$ cat src/rtl/n64_joybus_engine.sv
// Joybus bit engine: sends one 8-bit command on the open-drain line, then captures the controller reply.
// Latency: data_line_oe rises the cycle after an accepted start; the command takes 33 us up to stop release.
// Backpressure: none; start is ignored while busy or during the done cycle, and one transaction runs at a time.
//
// Ports:
//   PCLK, PRESERN          clock (rising edge) and asynchronous active-low reset
//   start, cmd[7:0]        request pulse and the command byte latched when it is accepted
//   data_line_in           raw pad level, asynchronous to PCLK
//   data_line_oe           1 pulls the line low, 0 releases it
//   busy, done             transaction in flight / one-cycle end-of-transaction pulse
//   resp[31:0]             last good response, right-justified in [RESP_BITS-1:0]
//   timeout_err            1 if the last transaction was aborted for lack of line activity
module n64_joybus_engine #(
  parameter int US_CYCLES  = 100,
  parameter int RESP_BITS  = 32,
  parameter int TIMEOUT_US = 200
) (
  input  logic        PCLK,
  input  logic        PRESERN,
  input  logic        start,
  input  logic [7:0]  cmd,
  input  logic        data_line_in,
  output logic        data_line_oe,
  output logic        busy,
  output logic        done,
  output logic [31:0] resp,
  output logic        timeout_err
);

  localparam int TO_CYC  = TIMEOUT_US * US_CYCLES;
  localparam int MAX_CYC = (TO_CYC > 3 * US_CYCLES) ? TO_CYC : 3 * US_CYCLES;
  localparam int CNT_W   = $clog2(MAX_CYC + 1);
  localparam int BC_W    = $clog2(RESP_BITS + 1);

  localparam logic [CNT_W-1:0] CYC_1US = CNT_W'(US_CYCLES);
  localparam logic [CNT_W-1:0] CYC_2US = CNT_W'(2 * US_CYCLES);
  localparam logic [CNT_W-1:0] CYC_3US = CNT_W'(3 * US_CYCLES);
  localparam logic [CNT_W-1:0] CYC_TO  = CNT_W'(TO_CYC);
  localparam logic [BC_W-1:0]  NBITS   = BC_W'(RESP_BITS);

  typedef enum logic [2:0] {
    IDLE, TX_LOW, TX_HIGH, TX_STOP, RX_WAIT_FALL, RX_SAMPLE, RX_WAIT_HIGH, DONE
  } state_t;

  state_t           state_q, state_d;
  logic [CNT_W-1:0] cnt_q, cnt_d, cnt_inc;
  logic [2:0]       tx_idx_q, tx_idx_d;
  logic [7:0]       cmd_q, cmd_d;
  logic [BC_W-1:0]  bit_cnt_q, bit_cnt_d;
  logic [31:0]      shift_q, shift_d;
  logic [31:0]      resp_q, resp_d;
  logic [1:0]       sync_q, sync_d;
  logic             sync_prev_q, sync_prev_d;
  logic             oe_q, oe_d;
  logic             busy_q, busy_d;
  logic             done_q, done_d;
  logic             terr_q, terr_d;

  logic             line_s;
  logic             fall;
  logic             tx_bit;
  logic [CNT_W-1:0] low_len, high_len;

  assign line_s   = sync_q[1];
  assign fall     = sync_prev_q & ~line_s;
  assign cnt_inc  = cnt_q + CNT_W'(1);
  assign tx_bit   = cmd_q[tx_idx_q];
  assign low_len  = tx_bit ? CYC_1US : CYC_3US;
  assign high_len = tx_bit ? CYC_3US : CYC_1US;

  always_comb begin
    state_d     = state_q;
    cnt_d       = cnt_inc;
    tx_idx_d    = tx_idx_q;
    cmd_d       = cmd_q;
    bit_cnt_d   = bit_cnt_q;
    shift_d     = shift_q;
    resp_d      = resp_q;
    terr_d      = terr_q;
    sync_d      = {sync_q[0], data_line_in};
    sync_prev_d = line_s;

    unique case (state_q)
      IDLE: begin
        cnt_d = '0;
        if (start) begin
          cmd_d     = cmd;
          terr_d    = 1'b0;
          tx_idx_d  = 3'd7;
          bit_cnt_d = '0;
          shift_d   = '0;
          state_d   = TX_LOW;
        end
      end
      TX_LOW: begin
        if (cnt_inc == low_len) begin
          cnt_d   = '0;
          state_d = TX_HIGH;
        end
      end
      TX_HIGH: begin
        if (cnt_inc == high_len) begin
          cnt_d = '0;
          if (tx_idx_q == 3'd0) begin
            state_d = TX_STOP;
          end else begin
            tx_idx_d = tx_idx_q - 3'd1;
            state_d  = TX_LOW;
          end
        end
      end
      TX_STOP: begin
        // Release straight after the low half; the stop bit's high time overlaps the reply wait.
        if (cnt_inc == CYC_1US) begin
          cnt_d   = '0;
          state_d = RX_WAIT_FALL;
        end
      end
      RX_WAIT_FALL: begin
        if (fall) begin
          cnt_d   = '0;
          state_d = RX_SAMPLE;
        end else if (cnt_inc >= CYC_TO) begin
          terr_d  = 1'b1;
          state_d = DONE;
        end
      end
      RX_SAMPLE: begin
        // The counter keeps running from the falling edge so the timeout spans the whole bit.
        if (cnt_inc == CYC_2US) begin
          shift_d   = {shift_q[30:0], line_s};
          bit_cnt_d = bit_cnt_q + BC_W'(1);
          state_d   = RX_WAIT_HIGH;
        end
      end
      RX_WAIT_HIGH: begin
        if (line_s) begin
          if (bit_cnt_q == NBITS) begin
            resp_d  = shift_q;
            state_d = DONE;
          end else begin
            state_d = RX_WAIT_FALL;
          end
        end else if (cnt_inc >= CYC_TO) begin
          terr_d  = 1'b1;
          state_d = DONE;
        end
      end
      DONE: begin
        cnt_d   = '0;
        state_d = IDLE;
      end
      default: begin
        cnt_d   = '0;
        state_d = IDLE;
      end
    endcase

    // Outputs are registered from the next state so the pad drive is glitch-free.
    oe_d   = (state_d == TX_LOW) || (state_d == TX_STOP);
    busy_d = (state_d != IDLE) && (state_d != DONE);
    done_d = (state_d == DONE);
  end

  always_ff @(posedge PCLK or negedge PRESERN) begin
    if (!PRESERN) begin
      state_q     <= IDLE;
      cnt_q       <= '0;
      tx_idx_q    <= '0;
      cmd_q       <= '0;
      bit_cnt_q   <= '0;
      shift_q     <= '0;
      resp_q      <= '0;
      sync_q      <= 2'b11;  // idle line level, so leaving reset never looks like a falling edge
      sync_prev_q <= 1'b1;
      oe_q        <= 1'b0;
      busy_q      <= 1'b0;
      done_q      <= 1'b0;
      terr_q      <= 1'b0;
    end else begin
      state_q     <= state_d;
      cnt_q       <= cnt_d;
      tx_idx_q    <= tx_idx_d;
      cmd_q       <= cmd_d;
      bit_cnt_q   <= bit_cnt_d;
      shift_q     <= shift_d;
      resp_q      <= resp_d;
      sync_q      <= sync_d;
      sync_prev_q <= sync_prev_d;
      oe_q        <= oe_d;
      busy_q      <= busy_d;
      done_q      <= done_d;
      terr_q      <= terr_d;
    end
  end

  assign data_line_oe = oe_q;
  assign busy         = busy_q;
  assign done         = done_q;
  assign resp         = resp_q;
  assign timeout_err  = terr_q;

endmodule

$ cat config.mk
export PLATFORM = sky130hd
export DESIGN_NAME = n64_joybus_engine
export DESIGN_NICKNAME = d
export VERILOG_FILES = /design/src/rtl/n64_joybus_engine.sv
export SDC_FILE = /design/constraint.sdc
export NUM_CORES = 1
export LEC_CHECK = 0
export CAP_MARGIN = 20
export CORE_AREA = 4 4 110 112
export DETAILED_ROUTE_END_ITERATION = 16
export DIE_AREA = 0 0 114 116
export SETUP_SLACK_MARGIN = 0.05
export SYNTH_ARGS = -nofsm -noshare
export SYNTH_HDL_FRONTEND = slang
export SYNTH_SLANG_ARGS = --single-unit
$ cat constraint.sdc
create_clock -name PCLK -period 3.8 [get_ports PCLK]
set_input_delay 0.57 -clock PCLK [delete_from_list [all_inputs] [get_ports PCLK]]
set_output_delay 0.57 -clock PCLK [all_outputs]
set_load 0.01 [all_outputs]
==> impl_metrics.toml, run 1 <==
[hold_path]
hp-class = "in2async"

[floorplanning]
die_w_um = 114
core_region_area_um2 = 11200
die_h_um = 116
fp-row-count = 39
start_util_pct = 44.2
dieArea_um2 = 13200
io_pins = 48

[setup_path]
r2r-start = "cnt_q[0]"
crit_fanout = 8
worstPathRequired_ns = 4.04
end_kind = "flop"
path_class = "reg2reg"
startpoint = "cnt_q[0]"
start_kind = "flop"
cp_data_arrival_time_ns = 3.43

[clocking]
clkTransAtPathRegs_ns = 0.07
clock-sinks = 106
root_buffer = "clkbuf_16"
max-clock-path-buffers = 2
cts_tree = "built"
ctsResizeCount = 0
cts_buffers = 9
hold_buffers = 0
cts_setup_buffers = 0
insertion_delay_ns = 0.35
cts-htree-levels = 3

[routing]
drtPass1Iterations = 5
routed-via-count = 3506
drtAntennaViolNets = 0
wl_per_cell_um = 14.8
drt_iter0_markers = 217
viasPerCell = 5.43
wl_um = 9570
drc = 0

[cells_and_area]
syn2layout_area_growth_pct = 16.9
final_nets = 515
final_util_pct = 51.7
diodes = 0
final_layout_size_suffix_gt1_share_pct = 17.3
n_fill_cell = 1033
fin_cells = 646

[timing]
setup_viol = 0
grt_setup_unrepaired = "no"
holdWs_ns = 0.196
min_period_ns = 3.19
tightest_slew_ns = 0.600
max_freq_mhz = 314
finalSetupTns_ns = 0
relSlewSlack_pct = 60.0
hold_viol = 0
fin_skew_ns = 0.00802
slew_violations = 0
finalCritPeriodShare_pct = 83.8

[grt]
grtUsageTotal_pct = 15.5
grt_pass1_vias = 3368
grt_pass1_wl_um = 16400
overflow = 0
grt_max_degree = 68
antenna_found_initial = 0

[logic_synthesis]
yosysTopAreaCellShare_pct = 52.0
syn-num-nets = 476
synthArstFlopShare_pct = 100
synth_edf_count = 0
netlist_instances = 459
synthFlopType = "dfrtp_1"
synthTopCellsByArea = "dfrtp_1 (52%), mux2_2 (9.3%), nand2_1 (5.8%), o21ai_0 (3.9%), nor2_1 (2.6%)"
ys_seq_area_share_pct = 53.6
syn_avg_cell_area_um2 = 10.8
yosys.cell_count.top_type = "dfrtp_1"
synth_common_cells = "dfrtp_1 (103), nand2_1 (77), mux2_2 (41), o21ai_0 (39), nor2_1 (35)"
synth_top_cell_by_area = "dfrtp_1"
yosys_warnings = 0
ys_ff_latch = 106
synth_area_um2 = 4960
ys_types = 67

[placed_design]
portBuffers = 47
place_congestion = 0.850
dp.cells = 630
hpwl_um = 6290

[pwr]
finalPower_mw = 3.10
cellLeakagePower_nw = 2.50
p_per_area_nw_per_um2 = 535
vdd_ir_drop_max_mv = 0.306

[outcome]
status = "finished clean"

[job]
cap_viol_max_count = 0
[kinds of logic (layout without fill, tap and decap cells)]
family	count (synthesis)	count (layout)	share of synthesized area [%]
compound gates	75	75	10.1
fa+ha+maj	5	5	1.26
mux	48	48	11.3
flops	106	106	53.6
buf+inv	38	82	4.14
xor+xnor	16	16	2.83
simple gates	171	171	16.8
[sequential cells by signal, summed over array words and instances (netlist names)]
signal        cells
bit_cnt_q         6
busy              1
cmd_q             8
cnt_q            15
data_line_oe      1
done              1
resp             32
shift_q          32
state_q           3
sync_prev_q       1
sync_q            2
timeout_err       1
tx_idx_q          3
[metal layers]
layer / up-vias / routed length [µm] / track usage [%]
li1: 1678 / - / -
met1: 1731 / 4600 / 21.8
met2: 78 / 4410 / 23.1
met3: 19 / 379 / 3.55
met4: 0 / 182 / 6.73
met5: - / 0 / 0
[worst paths after layout]
| path | endpoint | slack [ns] | depth (start not counted) |
|---|---|---|---|
| setup / recovery | done | 0.61 | 9 |
| hold / removal | cnt_q[9] | 0.20 | 1 |
| setup reg to reg | done | 0.61 | 9 |
| hold reg to reg | sync_q[1] | 0.36 | 0 |
| max in group asynchronous | resp[26] | 2.72 | 2 |
| min in group PCLK | sync_q[1] | 0.36 | 0 |
[layout make-up]
| cell class | instances | area [µm²] | area share (%) |
|---|---|---|---|
| clock inverter | 7 | 52.6 | 0.906 |
| timing repair buffer | 55 | 528 | 9.10 |
| clock buffer | 9 | 225 | 3.88 |
| inverter | 11 | 41.3 | 0.712 |
| multi-input combinational | 315 | 2120 | 36.5 |
| tap | 143 | 179 | 3.09 |
| sequential | 106 | 2660 | 45.8 |
[cell usage in the layout (no fill, tap or decap), drive strengths merged, types with 3 or more instances in the layout]
cell	n
ha	5
xnor2	7
nand2	77
clkinv	3
nor4	3
nor2	35
mux2	41
nor3	10
buf	9
or3	4
clkbuf	9
mux2i	5
inv	14
a21oi	8
nand3	10
and3	5
o21ai	39
xor2	9
dfrtp	103
a31oi	3
dfstp	3
a311oi	3
nand4	7
clkdlybuf4s50	46
[worst max-delay path: stages (launching register included)]
cell and delay [ns]:
dfrtp_1 0.39, ha_1 0.34, nand4_2 0.24, or3_4 0.45
a2111oi_4 0.36, mux2i_1 0.16, o31a_1 0.26, a31o_1 0.19
or4_4 0.53, and2_1 0.15
[per-stage QoR]
| step | setup WS [ns] | cell area, µm² |
|---|---|---|
| finish | 0.615 | 5800 |
| global route | 0.381 | 5800 |
| CTS | 0.620 | 5800 |
| detailed placement | 0.640 | 5520 |
| global placement | 0.696 | 5520 |
| floorplan | 0.905 | 4960 |
[where the power goes]
part           switching, mW  internal, mW
logic                  0.318         0.304
registers              0.234          1.36
clock network          0.429         0.450
Note: power is estimated with default switching activity, not from simulation.
==> run 2: changes to the inputs <==
==> constraint.sdc (replaced) <==
create_clock -name PCLK -period 3.1 [get_ports PCLK]
set_input_delay 0.465 -clock PCLK [delete_from_list [all_inputs] [get_ports PCLK]]
set_output_delay 0.465 -clock PCLK [all_outputs]
set_load 0.01 [all_outputs]
==> run 2 against run 1 <==
Against the previous run: final cell count up 2.2%; first-iteration DRC count fell by 27%; critical path depth up 1; wire length is 0.25% higher; die area unchanged; clock-buffer cell count unchanged; register-to-register slack worse by 0.44 ns; fmax is 9.0% higher; via count is 1.6% lower.
==> impl_metrics.toml, run 2 (synthesis gave the netlist of run 1 again) <==
[pwr]
p_comb_share_pct = 20.4
swShare_pct = 31.1
p_per_area_nw_per_um2 = 664
seq_power_share_pct = 49.3
power_switching_mw = 1.24
p_int_mw = 2.74
clkPwrFrac_pct = 30.3
vdd_ir_drop_max_mv = 0.512
cellLeakagePower_nw = 2.60

[clocking]
max-clock-path-buffers = 2
root_buffer = "clkbuf_16"
cts_setup_buffers = 0
clkTransAtPathRegs_ns = 0.08
cts-htree-levels = 3
cts_buffers = 9
cts_tree = "built"
clock-sinks = 106
insertion_delay_ns = 0.35

[timing]
tightest_slew_ns = 0.689
fin_ws_ns = 0.178
finalCritPeriodShare_pct = 94.3
fin_skew_ns = 0.00851
slew_violations = 0
finalSetupTns_ns = 0
relSlewSlack_pct = 54.0
hold_viol = 0
min_period_ns = 2.92
setup_viol = 0
max_freq_mhz = 342
grt_setup_unrepaired = "yes"

[grt]
grt_pass1_wl_um = 16400
met2_usage_pct = 24.1
overflow = 0
use_met1_pct = 21.1
grtUsageTotal_pct = 15.4
grt_pass1_vias = 3437
antenna_found_initial = 0
grt_max_degree = 90
busiest_layer = "met2"
gr-usage-met3_pct = 4.91

[floorplanning]
die_h_um = 116
dieArea_um2 = 13200
die_w_um = 114
start_util_pct = 44.2
io_pins = 48
fp-row-count = 39
core_region_area_um2 = 11200

[cells_and_area]
diodes = 0
syn2layout_area_growth_pct = 20.9
final_layout_size_suffix_gt1_share_pct = 19.9
final_cell_mix = "dfrtp_1 (102), nand2_1 (77), clkdlybuf4s50_1 (46)"
final_util_pct = 53.4
final_nets = 529
final_common_cell = "dfrtp_1"

[routing]
wl_per_cell_um = 14.5
drc = 0
routed-via-count = 3450
wl_um = 9590
drtAntennaViolNets = 0
viasPerCell = 5.23
drt_iter0_markers = 159
drtPass1Iterations = 4

[placed_design]
dp_slack_ns = 0.0813
hpwl_um = 6440
portBuffers = 47
place_congestion = 0.845

[job]
cap_viol_max_count = 0

[setup_path]
path_class = "reg2reg"
end_kind = "flop"
worstPathRequired_ns = 3.34
worst_path_max_delay_cell = "or4_1"
crit_chain = "ha_4, nand4_2, buf_4, or4_1, a32o_1, nand4_4, nor2_1, a31o_1, or4_4, and2_1"
start_kind = "flop"
cp_data_arrival_time_ns = 3.16
crit_fanout = 7
critPathMaxStageDelay_ns = 0.54

[outcome]
status = "finished clean"

[hold_path]
hp-class = "reg2reg"
==> run 2: layout make-up <==
class | instances | area (µm²)
multi-input combinational | 315 | 2140
clock buffer | 9 | 225
sequential | 106 | 2660
timing repair buffer | 69 | 661
clock inverter | 7 | 97.6
fill | 988 | 5230
tap | 143 | 179
inverter | 11 | 41.3
==> run 2: repair_timing <==
action	CTS	global route
hold buffers	1	0
resized for setup	0	4
hold endpoints to repair	17	0
setup endpoints to repair	0	14
==> run 2: through the flow <==
stage	instance area [µm²]	total power, mW	instances	hold slack [ns]
after global placement	5640	2.77	643	0.348
after detailed placement	5640	2.80	643	0.348
after global routing	6000	4.26	660	0.367
after CTS	5980	4.03	660	0.358
after floorplan	4960	2.56	459	0.169
final	6000	3.98	660	0.356
==> run 2: metal layers <==
layer	routed length (µm)	up-vias
met5	0	-
li1	-	1700
met1	4740	1684
met2	4360	58
met4	81	0
met3	411	8
==> run 2: critical path, delay by kind of cell, from the launching register on <==
kind                       cells  cell delay, ns
AOI/OAI and AO/OA              2            0.51
DFF                            1            0.40
and+or+nand+nor                6            1.54
buffers and inverters          1            0.18
adders and majority gates      1            0.18
==> run 2: power by group through the flow <==
| stage | combinational (mW) | clock (mW) | sequential (mW) |
|---|---|---|---|
| floorplan | 0.702 | 0 | 1.86 |
| global placement | 0.795 | 0 | 1.97 |
| detailed placement | 0.821 | 0 | 1.98 |
| CTS | 0.821 | 1.25 | 1.96 |
| global route | 0.941 | 1.30 | 2.02 |
| finish | 0.813 | 1.21 | 1.96 |
==> run 2: worst paths after layout <==
| kind | startpoint | to | slack, ns | cells after the start |
|---|---|---|---|---|
| max reg2reg | cnt_q[1] | done | 0.18 | 10 |
| min | sync_q[0] | sync_q[1] | 0.36 | 0 |
| min reg2reg | sync_q[0] | sync_q[1] | 0.36 | 0 |
| min in group asynchronous | PRESERN | cmd_q[0] | 0.53 | 2 |
| max | cnt_q[1] | done | 0.18 | 10 |
| max in group asynchronous | PRESERN | sync_q[0] | 1.82 | 3 |
==> run 3: changes to the inputs <==
--- a/config.mk
+++ b/config.mk
@@ -6,9 +6,9 @@
 export NUM_CORES = 1
 export LEC_CHECK = 0
 export CAP_MARGIN = 20
-export CORE_AREA = 4 4 110 112
+export CORE_AREA = 2 2 108 110
 export DETAILED_ROUTE_END_ITERATION = 16
-export DIE_AREA = 0 0 114 116
+export DIE_AREA = 0 0 110 112
 export SETUP_SLACK_MARGIN = 0.05
 export SYNTH_ARGS = -nofsm -noshare
 export SYNTH_HDL_FRONTEND = slang
==> run 3 against run 2 <==
Against the previous run: clock skew shrank 0.00052 ns; flip-flop and latch count is the same; critical path depth shrank 1; die area shrank 6.8%; via count grew 0.90%; critical endpoint unchanged.
==> impl_metrics.toml, run 3 (synthesis gave the netlist of run 1 again) <==
[timing]
setup_viol = 0
min_period_ns = 2.90
finalSetupTns_ns = 0
hold_viol = 0
relSlewSlack_pct = 59.7
fin_ws_ns = 0.205
holdWs_ns = 0.0121
tightest_slew_ns = 0.603
slew_violations = 0
fin_skew_ns = 0.00798
finalCritPeriodShare_pct = 93.4
grt_setup_unrepaired = "no"
max_freq_mhz = 345

[floorplanning]
die_w_um = 110
dieArea_um2 = 12300
start_util_pct = 44.4
fp-row-count = 39
die_h_um = 112
io_pins = 48
core_region_area_um2 = 11200

[grt]
overflow = 0
grt_pass1_vias = 3378
grt_max_degree = 83
antenna_found_initial = 0
grtUsageTotal_pct = 16.8
grt_pass1_wl_um = 16400

[cells_and_area]
final_cell_mix = "dfrtp_1 (103), nand2_1 (77), clkdlybuf4s50_1 (46)"
final_common_cell = "dfrtp_1"
final_layout_size_suffix_gt1_share_pct = 19.8
syn2layout_area_growth_pct = 20.0
diodes = 0
final_nets = 528
final_cell_area_um2 = 5950

[setup_path]
crit_fanout = 7
crit_chain = "ha_4, nand4_2, or3_4, a2111oi_4, mux2i_1, o31a_1, a31o_1, or4_4, and2_1"
crit_family = "simple AND/OR/NAND/NOR gates"
worst_path_max_delay_cell = "or4_4"
cp_data_arrival_time_ns = 3.14
path_class = "reg2reg"
critPathMaxStageDelay_ns = 0.53
end_kind = "flop"
start_kind = "flop"
worstPathRequired_ns = 3.34
timing.critical_path.buf_inv = 0
reg2reg_slack_ns = 0.20

[routing]
wl_um = 9330
drtAntennaViolNets = 0
viasPerCell = 5.28
drtPass1Iterations = 4
drc = 0
routed-via-count = 3481
wl_per_cell_um = 14.2
drt_iter0_markers = 98

[clocking]
cts_tree = "built"
insertion_delay_ns = 0.35
clock-sinks = 106
cts_buffers = 9
max-clock-path-buffers = 2
clkTransAtPathRegs_ns = 0.07
root_buffer = "clkbuf_16"
hold_buffers = 0
cts-htree-levels = 3

[outcome]
status = "finished clean"

[placed_design]
hpwl_um = 6210
place_congestion = 0.851
placed_cell_area_um2 = 5640
dp_slack_ns = 0.0689
portBuffers = 47

[pwr]
p_per_area_nw_per_um2 = 652
vdd_ir_drop_max_mv = 0.335
cellLeakagePower_nw = 2.58

[job]
cap_viol_max_count = 0

[hold_path]
hp-class = "in2async"
==> run 3: timing repair <==
action	4_1_cts	5_1_grt
gates resized for setup	0	4
buffers inserted	0	1
setup endpoints to repair	0	9
==> run 3: final cells by class <==
class / instances / area, µm²
Tap cell: 143 / 179
Sequential cell: 106 / 2660
Multi-Input combinational cell: 315 / 2140
Clock inverter: 6 / 60.1
Fill cell: 978 / 5220
Timing Repair Buffer: 68 / 651
Clock buffer: 10 / 229
Inverter: 11 / 41.3
==> run 3: power breakdown <==
| group | switching (mW) | total, mW | internal [mW] |
|---|---|---|---|
| logic | 0.398 | 0.818 | 0.420 |
| clock network | 0.537 | 1.10 | 0.563 |
| registers | 0.289 | 1.96 | 1.67 |
==> run 3: final timing paths <==
kind	from	end	cells after the start
setup / recovery	cnt_q[0]	done	9
hold / removal	PRESERN	cmd_q[0]	1
setup reg to reg	cnt_q[0]	done	9
hold reg to reg	sync_q[0]	sync_q[1]	0
max in group asynchronous	PRESERN	sync_q[1]	2
min in group PCLK	sync_q[0]	sync_q[1]	0
==> run 3: stage by stage <==
stage | cells | power [mW] | utilization (%)
final | 659 | 3.88 | 53.3
after global placement | 642 | 2.76 | 50.4
after floorplan | 459 | 2.56 | -
after detailed placement | 642 | 2.79 | 50.4
after CTS | 658 | 3.90 | 53.0
after global routing | 659 | 4.14 | 53.3
==> run 3: per-layer routing <==
| metal | track usage [%] | part of all wire, % | vias up |
|---|---|---|---|
| li1 | - | - | 1706 |
| met4 | 6.16 | 2.0 | 0 |
| met3 | 4.98 | 3.8 | 15 |
| met1 | 24.7 | 50 | 1714 |
| met5 | 0 | 0 | - |
| met2 | 23.4 | 45 | 46 |
